==> config.mk <==
export PLATFORM = sky130hd
export DESIGN_NAME = nonlinear_decryption_module3
export DESIGN_NICKNAME = d
export VERILOG_FILES = /design/src/rtl/nonlinear_decryption_module3.sv
export SDC_FILE = /design/constraint.sdc
export NUM_CORES = 1
export LEC_CHECK = 0
export BUFFER_PORTS_ARGS = -buffer_cell sky130_fd_sc_hd__buf_2
export CELL_PAD_IN_SITES_DETAIL_PLACEMENT = 0
export CELL_PAD_IN_SITES_GLOBAL_PLACEMENT = 2
export CORE_MARGIN = 2
export CORE_UTILIZATION = 32
export DETAILED_ROUTE_END_ITERATION = 8
export GPL_ROUTABILITY_DRIVEN = 1
export PLACE_DENSITY_LB_ADDON = 0.1
export SKIP_LAST_GASP = 1
export SYNTH_ARGS = -nofsm -noshare
export SYNTH_HDL_FRONTEND = slang
export SYNTH_SLANG_ARGS = --single-unit
==> constraint.sdc <==
create_clock -name clk -period 2.5 [get_ports clk]
set_input_delay 0.25 -clock clk [delete_from_list [all_inputs] [get_ports clk]]
set_output_delay 0.25 -clock clk [all_outputs]
set_load 0.02 [all_outputs]
==> src/rtl/nonlinear_decryption_module3.sv <==
// Inverts c[i] = m[i] ^ (m[i+1] & k[i]), with m = p ^ k, by walking the ring one bit per clock.
// The walk starts from the lowest clear key bit, where m equals c directly.
module nonlinear_decryption_module3 #(
    parameter int N = 8
) (
    input  logic         clk,
    input  logic         rst_n,
    input  logic         in_valid,
    output logic         in_ready,
    input  logic [N-1:0] c_in,
    input  logic [N-1:0] key,
    output logic         out_valid,
    input  logic         out_ready,
    output logic [N-1:0] data_out,
    output logic         err
);

    localparam int IW = $clog2(N);
    localparam logic [IW-1:0] LAST = IW'(N - 1);

    typedef enum logic [1:0] {
        IDLE,
        RECOVER,
        DONE
    } state_t;

    state_t        state_q, state_d;
    logic [N-1:0]  c_q, c_d;
    logic [N-1:0]  k_q, k_d;
    logic [N-1:0]  m_q, m_d;
    logic [IW-1:0] idx_q, idx_d;
    logic [IW-1:0] cnt_q, cnt_d;
    logic [N-1:0]  data_q, data_d;
    logic          err_q, err_d;

    logic [IW-1:0] firstZero;
    logic [IW-1:0] startIdx;
    logic [IW-1:0] idxUp;
    logic [IW-1:0] idxDown;
    logic [N-1:0]  mNext;

    // Scanning downward lets the lowest clear bit win.
    always_comb begin
        firstZero = '0;
        for (int i = N - 1; i >= 0; i--) begin
            if (!key[i]) begin
                firstZero = IW'(i);
            end
        end
    end

    always_comb begin
        startIdx = (firstZero == '0) ? LAST : firstZero - IW'(1);
        idxUp    = (idx_q == LAST) ? '0 : idx_q + IW'(1);
        idxDown  = (idx_q == '0) ? LAST : idx_q - IW'(1);
        mNext          = m_q;
        mNext[idx_q]   = c_q[idx_q] ^ (m_q[idxUp] & k_q[idx_q]);
    end

    always_comb begin
        state_d = state_q;
        c_d     = c_q;
        k_d     = k_q;
        m_d     = m_q;
        idx_d   = idx_q;
        cnt_d   = cnt_q;
        data_d  = data_q;
        err_d   = err_q;
        case (state_q)
            IDLE: begin
                if (in_valid) begin
                    c_d = c_in;
                    k_d = key;
                    if (&key) begin
                        data_d  = '0;
                        err_d   = 1'b1;
                        state_d = DONE;
                    end else begin
                        m_d            = '0;
                        m_d[firstZero] = c_in[firstZero];
                        idx_d          = startIdx;
                        cnt_d          = LAST;
                        state_d        = RECOVER;
                    end
                end
            end
            RECOVER: begin
                m_d   = mNext;
                idx_d = idxDown;
                cnt_d = cnt_q - IW'(1);
                if (cnt_q == IW'(1)) begin
                    data_d  = mNext ^ k_q;
                    err_d   = 1'b0;
                    state_d = DONE;
                end
            end
            DONE: begin
                if (out_ready) begin
                    state_d = IDLE;
                end
            end
            default: state_d = IDLE;
        endcase
    end

    always_ff @(posedge clk or negedge rst_n) begin
        if (!rst_n) begin
            state_q <= IDLE;
            c_q     <= '0;
            k_q     <= '0;
            m_q     <= '0;
            idx_q   <= '0;
            cnt_q   <= '0;
            data_q  <= '0;
            err_q   <= 1'b0;
        end else begin
            state_q <= state_d;
            c_q     <= c_d;
            k_q     <= k_d;
            m_q     <= m_d;
            idx_q   <= idx_d;
            cnt_q   <= cnt_d;
            data_q  <= data_d;
            err_q   <= err_d;
        end
    end

    assign in_ready  = (state_q == IDLE);
    assign out_valid = (state_q == DONE);
    assign data_out  = data_q;
    assign err       = err_q;

endmodule
After elaboration in Yosys (flattened, before gate mapping)
Index checks and enable logic that the tools add are counted.
{"block": "op_classes", "addsub": 4, "n_lt_le_gt_ge": 5, "n_eq_ne": 9, "n_mux": 46, "bitwise_logic": 4, "n_reduce_logical": 11}
{"op": "two-way mux 3 bit", "n": 15}
{"op": "two-way mux 8 bit", "n": 5}
{"op": "case mux 8 bit (2 select lines)", "n": 2}
{"op": "binary-select mux 1 bit (select 3 bit)", "n": 4}
{"op": "less-than comparator 3 x 4 -> 1 bit, second input constant", "n": 3}
{"op": "case mux 3 bit (2 select lines)", "n": 2}
{"op": "two-way mux 1 bit", "n": 9}
{"op": "subtractor 3 x 1 -> 3 bit, second input constant", "n": 3}
{"op": "bitwise AND 8 bit", "n": 1}
{"op": "bitwise mux 8 bit", "n": 1}
{"op": "two-way mux 2 bit", "n": 4}
{"op": "AND reduction 8 bit", "n": 1}
{"op": "bitwise XOR 8 bit", "n": 1}
{"op": "demux 1 bit (select 3 bit)", "n": 2}
{"op": "greater-or-equal comparator 3 x 1 -> 1 bit, second input constant", "n": 2}
{"op": "zero test 3 bit", "n": 2}
{"op": "inequality test 2 bit, second input constant", "n": 3}
{"op": "case mux 2 bit (3 select lines)", "n": 1}
{"op": "AND reduction 3 bit", "n": 2}
{"op": "inequality test 2 x 1 -> 1 bit, second input constant", "n": 2}
{"op": "AND reduction 4 bit", "n": 1}
{"op": "adder 3 x 1 -> 3 bit, second input constant", "n": 1}
{"op": "equality test 3 x 1 -> 1 bit, second input constant", "n": 1}
{"op": "equality test 3 bit, second input constant", "n": 1}
{"op": "other kinds (9)", "n": 10}
{"block": "totals", "reg_bits": 41, "input_bits": 20, "output_inout_bits": 11}

Longest topological paths before layout
Gate-level depths: netlist (run 1).
{"block": "logic_depth", "depth_word": 16, "ltp_mapped": 9, "mapped_depth_nobuf": 9}

Worst setup path after synthesis (run 1)
No wires, ideal clock.
{"block": "synth_timing", "path_kind": "register to register", "start": "register idx_q[0]", "end": "register data_q[4] (netlist: data_out[4])", "t_arrival_ns": 2.467, "t_required_ns": 2.369, "setup_slack_ns": -0.099, "path_stages_with_launch": 10, "path_cell_list": "dfrtp_1 -> ha_1 -> ha_1 -> nor2_2 -> mux4_2 -> o211a_4 -> nand2_4 -> xnor2_2 -> o2111a_1 -> or3_1"}
{"block": "synth_between", "elab_chain_cells": 10, "word_cells_on_any_way": 20}
{"item": "start, declared", "line": "31", "source": "logic [IW-1:0] idx_q, idx_d;"}
{"item": "start signal, assigned", "line": "121", "source": "idx_q <= idx_d;"}
{"item": "adder 3 x 1 -> 3 bit or equality test 3 bit (tied branches)", "line": "54", "source": "idxUp = (idx_q == LAST) ? '0 : idx_q + IW'(1);"}
{"item": "two-way mux 3 bit", "line": "54"}
{"item": "binary-select mux 1 bit (select 3 bit)", "line": "57", "source": "mNext[idx_q] = c_q[idx_q] ^ (m_q[idxUp] & k_q[idx_q]);"}
{"item": "two-way mux 1 bit (implied by the code)", "line": "57"}
{"item": "bitwise AND 1 bit", "line": "57"}
{"item": "bitwise XOR 1 bit", "line": "57"}
{"item": "bitwise mux 8 bit (*)", "line": "57"}
{"item": "bitwise XOR 8 bit (*)", "line": "92", "source": "data_d = mNext ^ k_q;"}
{"item": "two-way mux 8 bit (*)", "line": "91", "source": "if (cnt_q == IW'(1)) begin"}
{"item": "case mux 8 bit (2 select lines) (*)", "line": "69", "source": "case (state_q)"}
{"item": "end signal, assigned", "line": "123", "source": "data_q <= data_d;"}
{"item": "end, declared", "line": "33", "source": "logic [N-1:0] data_q, data_d;"}
Every way passes the cells marked *; elsewhere a longest branch is shown, timed or not. The select of a mux whose other input is x is not followed.
A chain may end at the register's enable or synchronous reset.

Worst setup path in the final report (run 1)
Same ends and word-level chain as after synthesis.

==> results of run 1 <==
-- critical path: cells and delay by family, from the launching register on --
| family | cells | cell delay (ns) |
|---|---|---|
| compound gates | 2 | 0.51 |
| simple gates | 3 | 0.50 |
| mux | 1 | 0.52 |
| xor+xnor | 1 | 0.09 |
| flops | 1 | 0.43 |
| fa+ha+maj | 2 | 0.31 |
-- power by group --
group          leakage, nW  switching (W)  internal (W)
clock network       0.0552       0.000250      0.000297
registers            0.510       0.000253      0.000952
logic                0.900        0.00162       0.00125
-- through the flow --
step                cell area, um2  setup WS [ns]  cells
floorplan                     2653       0.005859    308
global placement              3034      -0.008127    446
detailed placement            3034       -0.04125    446
CTS                           3154      -0.001474    455
global route                  3208       -0.09708    455
finish                        3208        0.01862    455
-- cells by family (layout without fill, tap and decap cells) --
family | count (synthesis) | count (layout)
compound gates | 78 | 78
xor+xnor | 8 | 8
fa+ha+maj | 8 | 8
buf+inv | 25 | 70
flops | 41 | 41
mux | 7 | 7
simple gates | 141 | 141
-- worst max path at each step --
stage / from / end / slack, ns / cells after the start
global route: idx_q[1]$_DFFE_PN0P_ / data_out[5]$_DFFE_PN0P_ / -0.1 / 9
detailed placement: idx_q[0]$_DFFE_PN0P_ / m_q[3]$_DFFE_PN0P_ / -0.04 / 9
finish: idx_q[0]$_DFFE_PN0P_ / data_out[4]$_DFFE_PN0P_ / 0.02 / 9
global placement: idx_q[0]$_DFFE_PN0P_ / m_q[0]$_DFFE_PN0P_ / -0.008 / 9
CTS: idx_q[0]$_DFFE_PN0P_ / data_out[0]$_DFFE_PN0P_ / -0.001 / 9
floorplan: idx_q[0]$_DFFE_PN0P_ / data_out[4]$_DFFE_PN0P_ / 0.006 / 9
-- synthesized netlist by cell type (2+ instances only) --
cell,instances
dfrtp_1,41
or3_1,3
nor2b_1,5
xnor2_1,3
a311o_1,2
o31ai_1,5
a221oi_1,2
mux2i_1,2
nand3_1,8
a211oi_1,2
nand2_1,78
and2_1,2
nand4_1,6
clkbuf_1,11
a21oi_1,15
o21ai_0,27
and3_1,2
a32oi_1,3
nor2_1,12
a211o_1,2
ha_1,8
nor3_1,6
mux2_2,3
nand2b_1,7
o2111ai_1,2
nor3b_1,2
o221ai_1,2
buf_2,2
o211ai_1,5
xor2_1,3
mux4_2,2
inv_1,10
-- cell type report --
type	count	area (um2)
well taps	102	127.6
multi-input cells	242	1582
clock inverters	2	35.03
inverters	11	41.29
clock buffers	6	72.57
repair buffers	51	322.8
flip-flops and latches	41	1027
fillers	845	4599
-- metal layers --
metal	vias to the layer above	routed length, um	GRT usage [%]	part of all wire (%)
li1	1180	-	-	-
met1	1196	4055	28.36	49
met2	49	3833	31.13	46
met3	4	358	3.531	4.3
met4	0	65	5.193	0.78
met5	-	0	0	0
-- registers in the layout (all words and copies together) (netlist names) --
name	count
c_q	8
data_out	8
k_q	8
m_q	8
cnt_q	3
idx_q	3
state_q	2
err	1
-- what timing repair did --
action | CTS | global route
hold buffers | 1 | 0
endpoints found under the setup margin | 11 | 15
resized for setup | 2 | 10
endpoints found under the hold margin | 23 | 0
pin swaps | 2 | 8
==> impl_metrics.env, run 1 <==
export IMPL_ir_worst_vdd_v=0.0003968
export IMPL_first_global_vias=2353
export IMPL_portBuffers=30
export IMPL_critPathMaxFanout=6
export IMPL_synth_edf_count=0
export IMPL_drt_iter0_drc=125
export IMPL_final_cell_mix="77 x nand2_1, 40 x dfrtp_1, 30 x buf_2, 24 x o21ai_0, 19 x buf_4"
export IMPL_clkTransAtPathRegs_ns=0.09
export IMPL_synthDominantCellAreaShare_pct=39.31
export IMPL_rsz0062_at_grt="yes"
export IMPL_hpwl_mm=6.333
export IMPL_final_common_cell="nand2_1"
export IMPL_clockBufferDepth=2
export IMPL_fin_nets=380
export IMPL_hold_worst_slack_ns=0.1319
export IMPL_critPathKind="register to register"
export IMPL_cts_buffers=5
export IMPL_fin_util_pct=41.09
export IMPL_seq_area_frac_synth_pct=39.31
export IMPL_n_antenna_cell=0
export IMPL_worstPathArrival_ns=2.67
export IMPL_reg2reg_to="data_out[4]$_DFFE_PN0P_"
export IMPL_worst_slew_pin_slew_ns=0.6540
export IMPL_tns_ns=0
export IMPL_ys_types=57
export IMPL_pin_count=31
export IMPL_grt_usage_pct=19.88
export IMPL_min_delay_path_depth=2
export IMPL_worst_ep_required_time_ns=2.69
export IMPL_clk_latency_ns=0.30
export IMPL_synth_compound_area_share_pct=20.28
export IMPL_synth_top_family_by_area="simple AND/OR/NAND/NOR gates"
export IMPL_die_width_um=94.31
export IMPL_root_buffer="clkbuf_8"
export IMPL_area_growth_pct=22.91
export IMPL_postSynthCellCount=308
export IMPL_yosys_top_cells_area="dfrtp_1 39%, nand2_1 11%, o21ai_0 5.2%, ha_1 3.8%, a21oi_1 2.9%"
export IMPL_hp_start="out_ready"
export IMPL_synthArstFlopShare_pct=100.0
export IMPL_drt_vias_per_instance=5.338
export IMPL_ys_warn_count=0
export IMPL_status="finished clean"
export IMPL_dr_pass1_iters=4
export IMPL_power_w=0.004626
export IMPL_period_needed_ns=2.481
export IMPL_die_y_um=94.31
export IMPL_wl_mm=8.312
export IMPL_overflow=0
export IMPL_finalHoldViolCount=0
export IMPL_h_tree_depth=2
export IMPL_yosys_most_used_dff="dfrtp_1"
export IMPL_cts_sinks=41
export IMPL_max_cap_violations=0
export IMPL_hold_class="input port to register"
export IMPL_ant_nets=0
export IMPL_max_slew_margin_rel_pct=55.94
export IMPL_synth_mux_area_share_pct=3.787
export IMPL_slowest_delay_ns=0.52
export IMPL_crit_top_cell="ha_4"
export IMPL_reg2reg_slack_ns=0.02
export IMPL_syn_avg_cell_area_um2=8.474
export IMPL_core_area_um2=7807
export IMPL_cts_tree="done"
export IMPL_finalCritPeriodShare_pct=99.26
export IMPL_vias=2429
export IMPL_yosys_register_bits=41
export IMPL_die_area_um2=8894
export IMPL_synth_top_area_cell="dfrtp_1"
export IMPL_route_detailed_drc=0
export IMPL_grt_max_degree=25
export IMPL_reg2reg_depth=9
export IMPL_layout_drive_gt1_share_pct=22.95
export IMPL_timing_fmax_mhz=403.0
export IMPL_finalSetupViolations=0
export IMPL_antenna_found_initial=0
export IMPL_crit_slowest_cell="mux4_2"
export IMPL_r2r_start="idx_q[0]$_DFFE_PN0P_"
export IMPL_cp_start_kind="register"
export IMPL_yosys_area_share_simple_pct=25.26
export IMPL_path_cells="ha_4, ha_4, nor2_4, mux4_2, o211a_4, nand2_4, xnor2_4, o2111a_1, or3_1"
export IMPL_place_congestion=0.9093
export IMPL_p_leak_nw=1.465
export IMPL_end_kind="register"
export IMPL_rows=32
export IMPL_synth_nets=336
export IMPL_fin_skew_ns=0.01049
export IMPL_grt_pass1_wl_mm=13.28
export IMPL_holdPathEnd="state_q[1]$_DFFE_PN0P_"
export IMPL_synth_adder_area_share_pct=3.835
export IMPL_postCtsSetupBuffers=0
export IMPL_synth_area_um2=2610
export IMPL_p_per_area_nw_per_um2=1442
export IMPL_synth_xor_area_share_pct=3.691
export IMPL_wl_per_cell_um=18.27
export IMPL_slew_violations=0
export IMPL_start_util_pct=33.43
Note: power is estimated with default switching activity, not from simulation.
==> run 2: changes to the inputs <==
HOLD_SLACK_MARGIN = 0.08   (was not set)
RECOVER_POWER = 50   (was not set)
==> impl_metrics.env, run 2 (synthesis results as in run 1) <==
export IMPL_status="finished clean"
export IMPL_end_kind="register"
export IMPL_period_needed_ns=2.486
export IMPL_max_cap_violations=0
export IMPL_worstPathArrival_ns=2.67
export IMPL_ir_worst_vdd_v=0.0003852
export IMPL_h_tree_depth=2
export IMPL_cts_sinks=41
export IMPL_drt_vias_per_instance=5.349
export IMPL_critPathKind="register to register"
export IMPL_cp_start_kind="register"
export IMPL_worst_slew_pin_slew_ns=1.433
export IMPL_dr_pass1_iters=4
export IMPL_hold_worst_slack_ns=0.1343
export IMPL_slew_violations=0
export IMPL_critPathMaxFanout=6
export IMPL_final_cell_mix="77 x nand2_1, 40 x dfrtp_1, 24 x o21ai_0, 20 x buf_2, 18 x buf_4"
export IMPL_clk_latency_ns=0.30
export IMPL_p_leak_nw=1.433
export IMPL_die_area_um2=8894
export IMPL_finalHoldViolCount=0
export IMPL_cts_tree="done"
export IMPL_n_antenna_cell=0
export IMPL_place_congestion=0.9093
export IMPL_fin_skew_ns=0.01258
export IMPL_timing_fmax_mhz=402.2
export IMPL_grt_max_degree=25
export IMPL_finalSetupViolations=0
export IMPL_rows=32
export IMPL_layout_cells_non_filler=455
export IMPL_postCtsSetupBuffers=0
export IMPL_hold_class="input port to register"
export IMPL_core_area_um2=7807
export IMPL_portBuffers=30
export IMPL_grt_pass1_wl_mm=13.28
export IMPL_worst_ep_required_time_ns=2.68
export IMPL_dpl_worst_slack_ns=-0.04125
export IMPL_first_global_vias=2353
export IMPL_fin_nets=380
export IMPL_ant_nets=0
export IMPL_drt_iter0_drc=123
export IMPL_die_y_um=94.31
export IMPL_wl_mm=8.348
export IMPL_max_slew_margin_rel_pct=4.460
export IMPL_finalCritPeriodShare_pct=99.44
export IMPL_fin_ws_ns=0.01395
export IMPL_clockBufferDepth=2
export IMPL_overflow=0
export IMPL_wl_per_cell_um=18.35
export IMPL_hpwl_mm=6.333
export IMPL_die_width_um=94.31
export IMPL_p_per_area_nw_per_um2=1446
export IMPL_antenna_found_initial=0
export IMPL_clkTransAtPathRegs_ns=0.09
export IMPL_area_growth_pct=22.34
export IMPL_route_detailed_drc=0
export IMPL_final_common_cell="nand2_1"
export IMPL_grt_usage_pct=19.88
export IMPL_start_util_pct=33.43
export IMPL_rsz0062_at_grt="yes"
export IMPL_vias=2434
export IMPL_root_buffer="clkbuf_8"
export IMPL_dp_cells=446
export IMPL_tns_ns=0
export IMPL_layout_drive_gt1_share_pct=20.11
export IMPL_cts_buffers=5
export IMPL_pin_count=31
run 2: cell types whose count changed in the layout (fill, tap and decap cells not counted), sizes merged:
| cell | delta |
|---|---|
| buf | -11 |
| clkbuf | +11 |
run 2: final timing paths:
| check | startpoint | to | slack [ns] | depth (start not counted) |
|---|---|---|---|---|
| setup / recovery | idx_q[0]$_DFFE_PN0P_ | data_out[4]$_DFFE_PN0P_ | 0.01 | 9 |
| hold / removal | out_ready | state_q[1]$_DFFE_PN0P_ | 0.13 | 2 |
| setup reg to reg | idx_q[0]$_DFFE_PN0P_ | data_out[4]$_DFFE_PN0P_ | 0.01 | 9 |
| hold reg to reg | c_q[1]$_DFFE_PN0P_ | c_q[1]$_DFFE_PN0P_ | 0.49 | 2 |
| max in group asynchronous | rst_n | data_out[6]$_DFFE_PN0P_ | 0.46 | 3 |
| min in group asynchronous | rst_n | cnt_q[0]$_DFFE_PN0P_ | 0.80 | 2 |
run 2: critical path, stage by stage (launching register included):
cell and delay [ns]:
dfrtp_2 0.43, ha_4 0.17, ha_4 0.15, nor2_4 0.11
mux4_2 0.52, o211a_4 0.28, nand2_4 0.09, xnor2_4 0.09
o2111a_1 0.23, or3_1 0.30
run 2: power by group:
part / total [W] / switching (W) / internal, W
logic: 0.00286 / 0.00163 / 0.00123
registers: 0.00121 / 0.000254 / 0.000951
clock network: 0.000548 / 0.000251 / 0.000297
run 2: metrics by stage:
stage,instance area [um2],utilization (%),total power (W)
floorplan,2653,-,0.003022
global placement,3034,38.86,0.003935
detailed placement,3034,38.86,0.003937
CTS,3154,40.40,0.004522
global route,3193,40.90,0.004975
finish,3193,40.90,0.004618
run 2: layout make-up:
class	count	area (um2)
Fill cell	846	4614
Timing Repair Buffer	51	307.8
Multi-Input combinational cell	242	1582
Sequential cell	41	1027
Clock inverter	2	35.03
Clock buffer	6	72.57
Tap cell	102	127.6
Inverter	11	41.29
run 2: what timing repair did:
item	CTS	global route
hold buffers	1	0
endpoints found under the setup margin	11	15
gates resized for setup	2	10
cloned	0	0
hold endpoints to repair	23	0
pin swaps	2	8
run 2: layer usage:
layer  vias up  routed length (um)  global-route usage [%]
li1       1180                   -                       -
met1      1189                4071                   28.36
met2        61                3837                   31.13
met3         4                 385                   3.531
met4         0                  53                   5.193
met5         -                   0                       0
==> run 3: changes to the inputs <==
ABC_AREA = 1   (was not set)
CORE_UTILIZATION = 35   (was 32)
clock period = 3.1 ns   (was 2.5 ns; I/O delays follow)
==> impl_metrics.env, run 3 <==
export IMPL_die_width_um=91.02
export IMPL_first_global_vias=2373
export IMPL_hold_class="input port to register"
export IMPL_die_area_um2=8284
export IMPL_worstPathArrival_ns=2.69
export IMPL_timing_fmax_mhz=401.1
export IMPL_final_common_cell="nand2_1"
export IMPL_p_per_area_nw_per_um2=1128
export IMPL_reg2reg_slack_ns=0.61
export IMPL_portBuffers=30
export IMPL_wl_mm=7.252
export IMPL_synth_edf_count=0
export IMPL_combPwrFrac_pct=57.7
export IMPL_top_usage_layer="met2"
export IMPL_holdPathEnd="state_q[1]$_DFFE_PN0P_"
export IMPL_internal_power_w=0.001609
export IMPL_status="finished, violations left"
export IMPL_cts_resized=0
export IMPL_critPathMaxFanout=11
export IMPL_failed_checks="max-capacitance violations, max-slew violations"
export IMPL_pin_count=31
export IMPL_dr_pass1_iters=4
export IMPL_hp_start="out_ready"
export IMPL_finalCritPeriodShare_pct=80.42
export IMPL_reg2reg_to="m_q[0]$_DFFE_PN0P_"
export IMPL_seq_area_frac_synth_pct=38.72
export IMPL_grt_use_met2_pct=31.11
export IMPL_ant_nets=0
export IMPL_synthDominantCellAreaShare_pct=38.72
export IMPL_yosys_most_used_dff="dfrtp_1"
export IMPL_yosys_top_cells_area="dfrtp_1 39%, nand2_1 17%, inv_1 6.4%, nor2_1 5.9%, nand3_1 5.9%"
export IMPL_antenna_found_initial=0
export IMPL_vias=2432
export IMPL_cp_start_kind="register"
export IMPL_clkPwrFrac_pct=10.8
export IMPL_ys_types=28
export IMPL_drt_iter0_drc=152
export IMPL_rows=31
export IMPL_clkTransAtPathRegs_ns=0.09
export IMPL_fin_nets=442
export IMPL_startpoint="idx_q[1]$_DFFE_PN0P_"
export IMPL_postCtsSetupBuffers=0
export IMPL_syn_avg_cell_area_um2=6.848
export IMPL_synth_top_area_cell="dfrtp_1"
export IMPL_synth_area_um2=2650
export IMPL_postSynthCellCount=387
export IMPL_synthArstFlopShare_pct=100.0
export IMPL_clockBufferDepth=2
export IMPL_critPathKind="register to register"
export IMPL_max_cap_violations=1
export IMPL_drt_vias_per_instance=4.732
export IMPL_cts_buffers=5
export IMPL_start_util_pct=36.34
export IMPL_fin_area_um2=2953
export IMPL_finalSetupViolations=0
export IMPL_global_route_usage_met1_pct=25.86
export IMPL_power_w=0.003331
export IMPL_reg2reg_depth=14
export IMPL_period_needed_ns=2.493
export IMPL_worst_slew_pin_slew_ns=2.312
export IMPL_clk_latency_ns=0.30
export IMPL_postCtsHoldBufs=0
export IMPL_switching_share_pct=51.69
export IMPL_ir_worst_vdd_v=0.0004339
export IMPL_seq_area_um2=1026
export IMPL_ys_warn_count=0
export IMPL_min_delay_path_depth=2
export IMPL_max_slew_margin_rel_pct=-54.14
export IMPL_overflow=0
export IMPL_core_area_um2=7292
export IMPL_grt_max_degree=42
export IMPL_seqPwrFrac_pct=31.5
export IMPL_yosys_register_bits=41
export IMPL_place_congestion=0.9087
export IMPL_multi_input_area_um2=1371
export IMPL_r2r_start="idx_q[1]$_DFFE_PN0P_"
export IMPL_switching_power_w=0.001722
export IMPL_n_antenna_cell=0
export IMPL_tns_ns=0
export IMPL_finalHoldViolCount=0
export IMPL_synth_nets=415
export IMPL_hpwl_mm=5.638
export IMPL_h_tree_depth=2
export IMPL_p_leak_nw=1.560
export IMPL_nFillCells=829
export IMPL_area_growth_pct=11.43
export IMPL_die_y_um=91.02
export IMPL_final_cell_mix="121 x nand2_1, 45 x inv_1, 42 x nor2_1, 41 x dfrtp_1, 31 x nand3_1"
export IMPL_placed_area_um2=2874
export IMPL_end_kind="register"
export IMPL_yosys_top_cells_count="121 x nand2_1, 45 x inv_1, 42 x nor2_1"
export IMPL_grt_usage_pct=18.75
export IMPL_cts_sinks=41
export IMPL_synth_most_common_cell="nand2_1"
export IMPL_wl_per_cell_um=14.11
export IMPL_layout_drive_gt1_share_pct=13.98
export IMPL_cts_tree="done"
export IMPL_fin_skew_ns=0.009093
export IMPL_worst_ep_required_time_ns=3.29
export IMPL_slew_violations=42
export IMPL_root_buffer="clkbuf_8"
export IMPL_route_detailed_drc=0
export IMPL_grt_pass1_wl_mm=12.15
export IMPL_use_met3_pct=2.822
export IMPL_rsz0062_at_grt="no"
run 3: cell count changes after synthesis, sizes merged, moves of 6 or more:
cell    change
clkbuf      -6
nor2       +29
or2         +8
nand3      +32
inv        +38
nand2b      -7
o21ai       -7
nand2      +45
run 3: worst max-delay path, cell delays in order (launching register included):
cell,delay [ns]
dfrtp_1,0.54
clkinv_1,0.37
ha_1,0.42
inv_1,0.11
nand3_1,0.08
nand2_1,0.08
nand2_1,0.05
nand2_1,0.12
nand2_2,0.08
nand2_4,0.13
nand3_2,0.10
nand3_1,0.08
nand2_1,0.05
nor2_1,0.13
nor2_1,0.05
run 3: kinds of logic (layout without fill, tap and decap cells):
group | after synthesis | after routing | share of synthesized area (%)
AND/OR/NAND/NOR | 227 | 227 | 37.96
buffers and inverters | 62 | 90 | 9.537
adder cells (fa/ha/maj) | 8 | 8 | 3.777
flip-flops | 41 | 41 | 38.72
AO/OA/AOI/OAI | 49 | 49 | 10.01
run 3: layout make-up:
type	instances	area share [%]
repair buffers	32	5.339
clock buffers	5	2.331
clock inverters	3	0.5932
inverters	50	6.356
multi-input cells	284	46.44
flip-flops and latches	41	34.75
well taps	99	4.195
run 3: metal layers:
layer | share of wire (%) | wire length, um
met4 | 1.0 | 73
met2 | 47 | 3376
met1 | 50 | 3620
met3 | 2.5 | 182
met5 | 0 | 0
run 3: how the worst max path moves through the flow:
stage,to,slack [ns],cells past startpoint
after floorplan,m_q[0]$_DFFE_PN0P_,1.07,15
after global placement,m_q[5]$_DFFE_PN0P_,0.71,14
after detailed placement,m_q[1]$_DFFE_PN0P_,0.64,14
after CTS,m_q[1]$_DFFE_PN0P_,0.63,14
after global routing,m_q[0]$_DFFE_PN0P_,0.27,14
final,m_q[0]$_DFFE_PN0P_,0.61,14
run 3: power groups by stage:
stage	clock network [W]	logic [W]	registers [W]
final	0.000360	0.00192	0.00105
after global routing	0.000397	0.00222	0.00110
after CTS	0.000374	0.00195	0.00106
after detailed placement	0	0.00194	0.00107
after global placement	0	0.00194	0.00106
after floorplan	0	0.00152	0.00101
run 3: through the flow:
step | std cells | util (%) | setup slack (ns) | hold slack, ns
final | 514 | 40.49 | 0.6070 | 0.1711
after global routing | 514 | 40.49 | 0.2683 | 0.1792
after global placement | 506 | 39.41 | 0.7105 | 0.4620
after detailed placement | 506 | 39.41 | 0.6396 | 0.4761
after floorplan | 387 | - | 1.067 | 0.01441
after CTS | 514 | 40.60 | 0.6320 | 0.1700
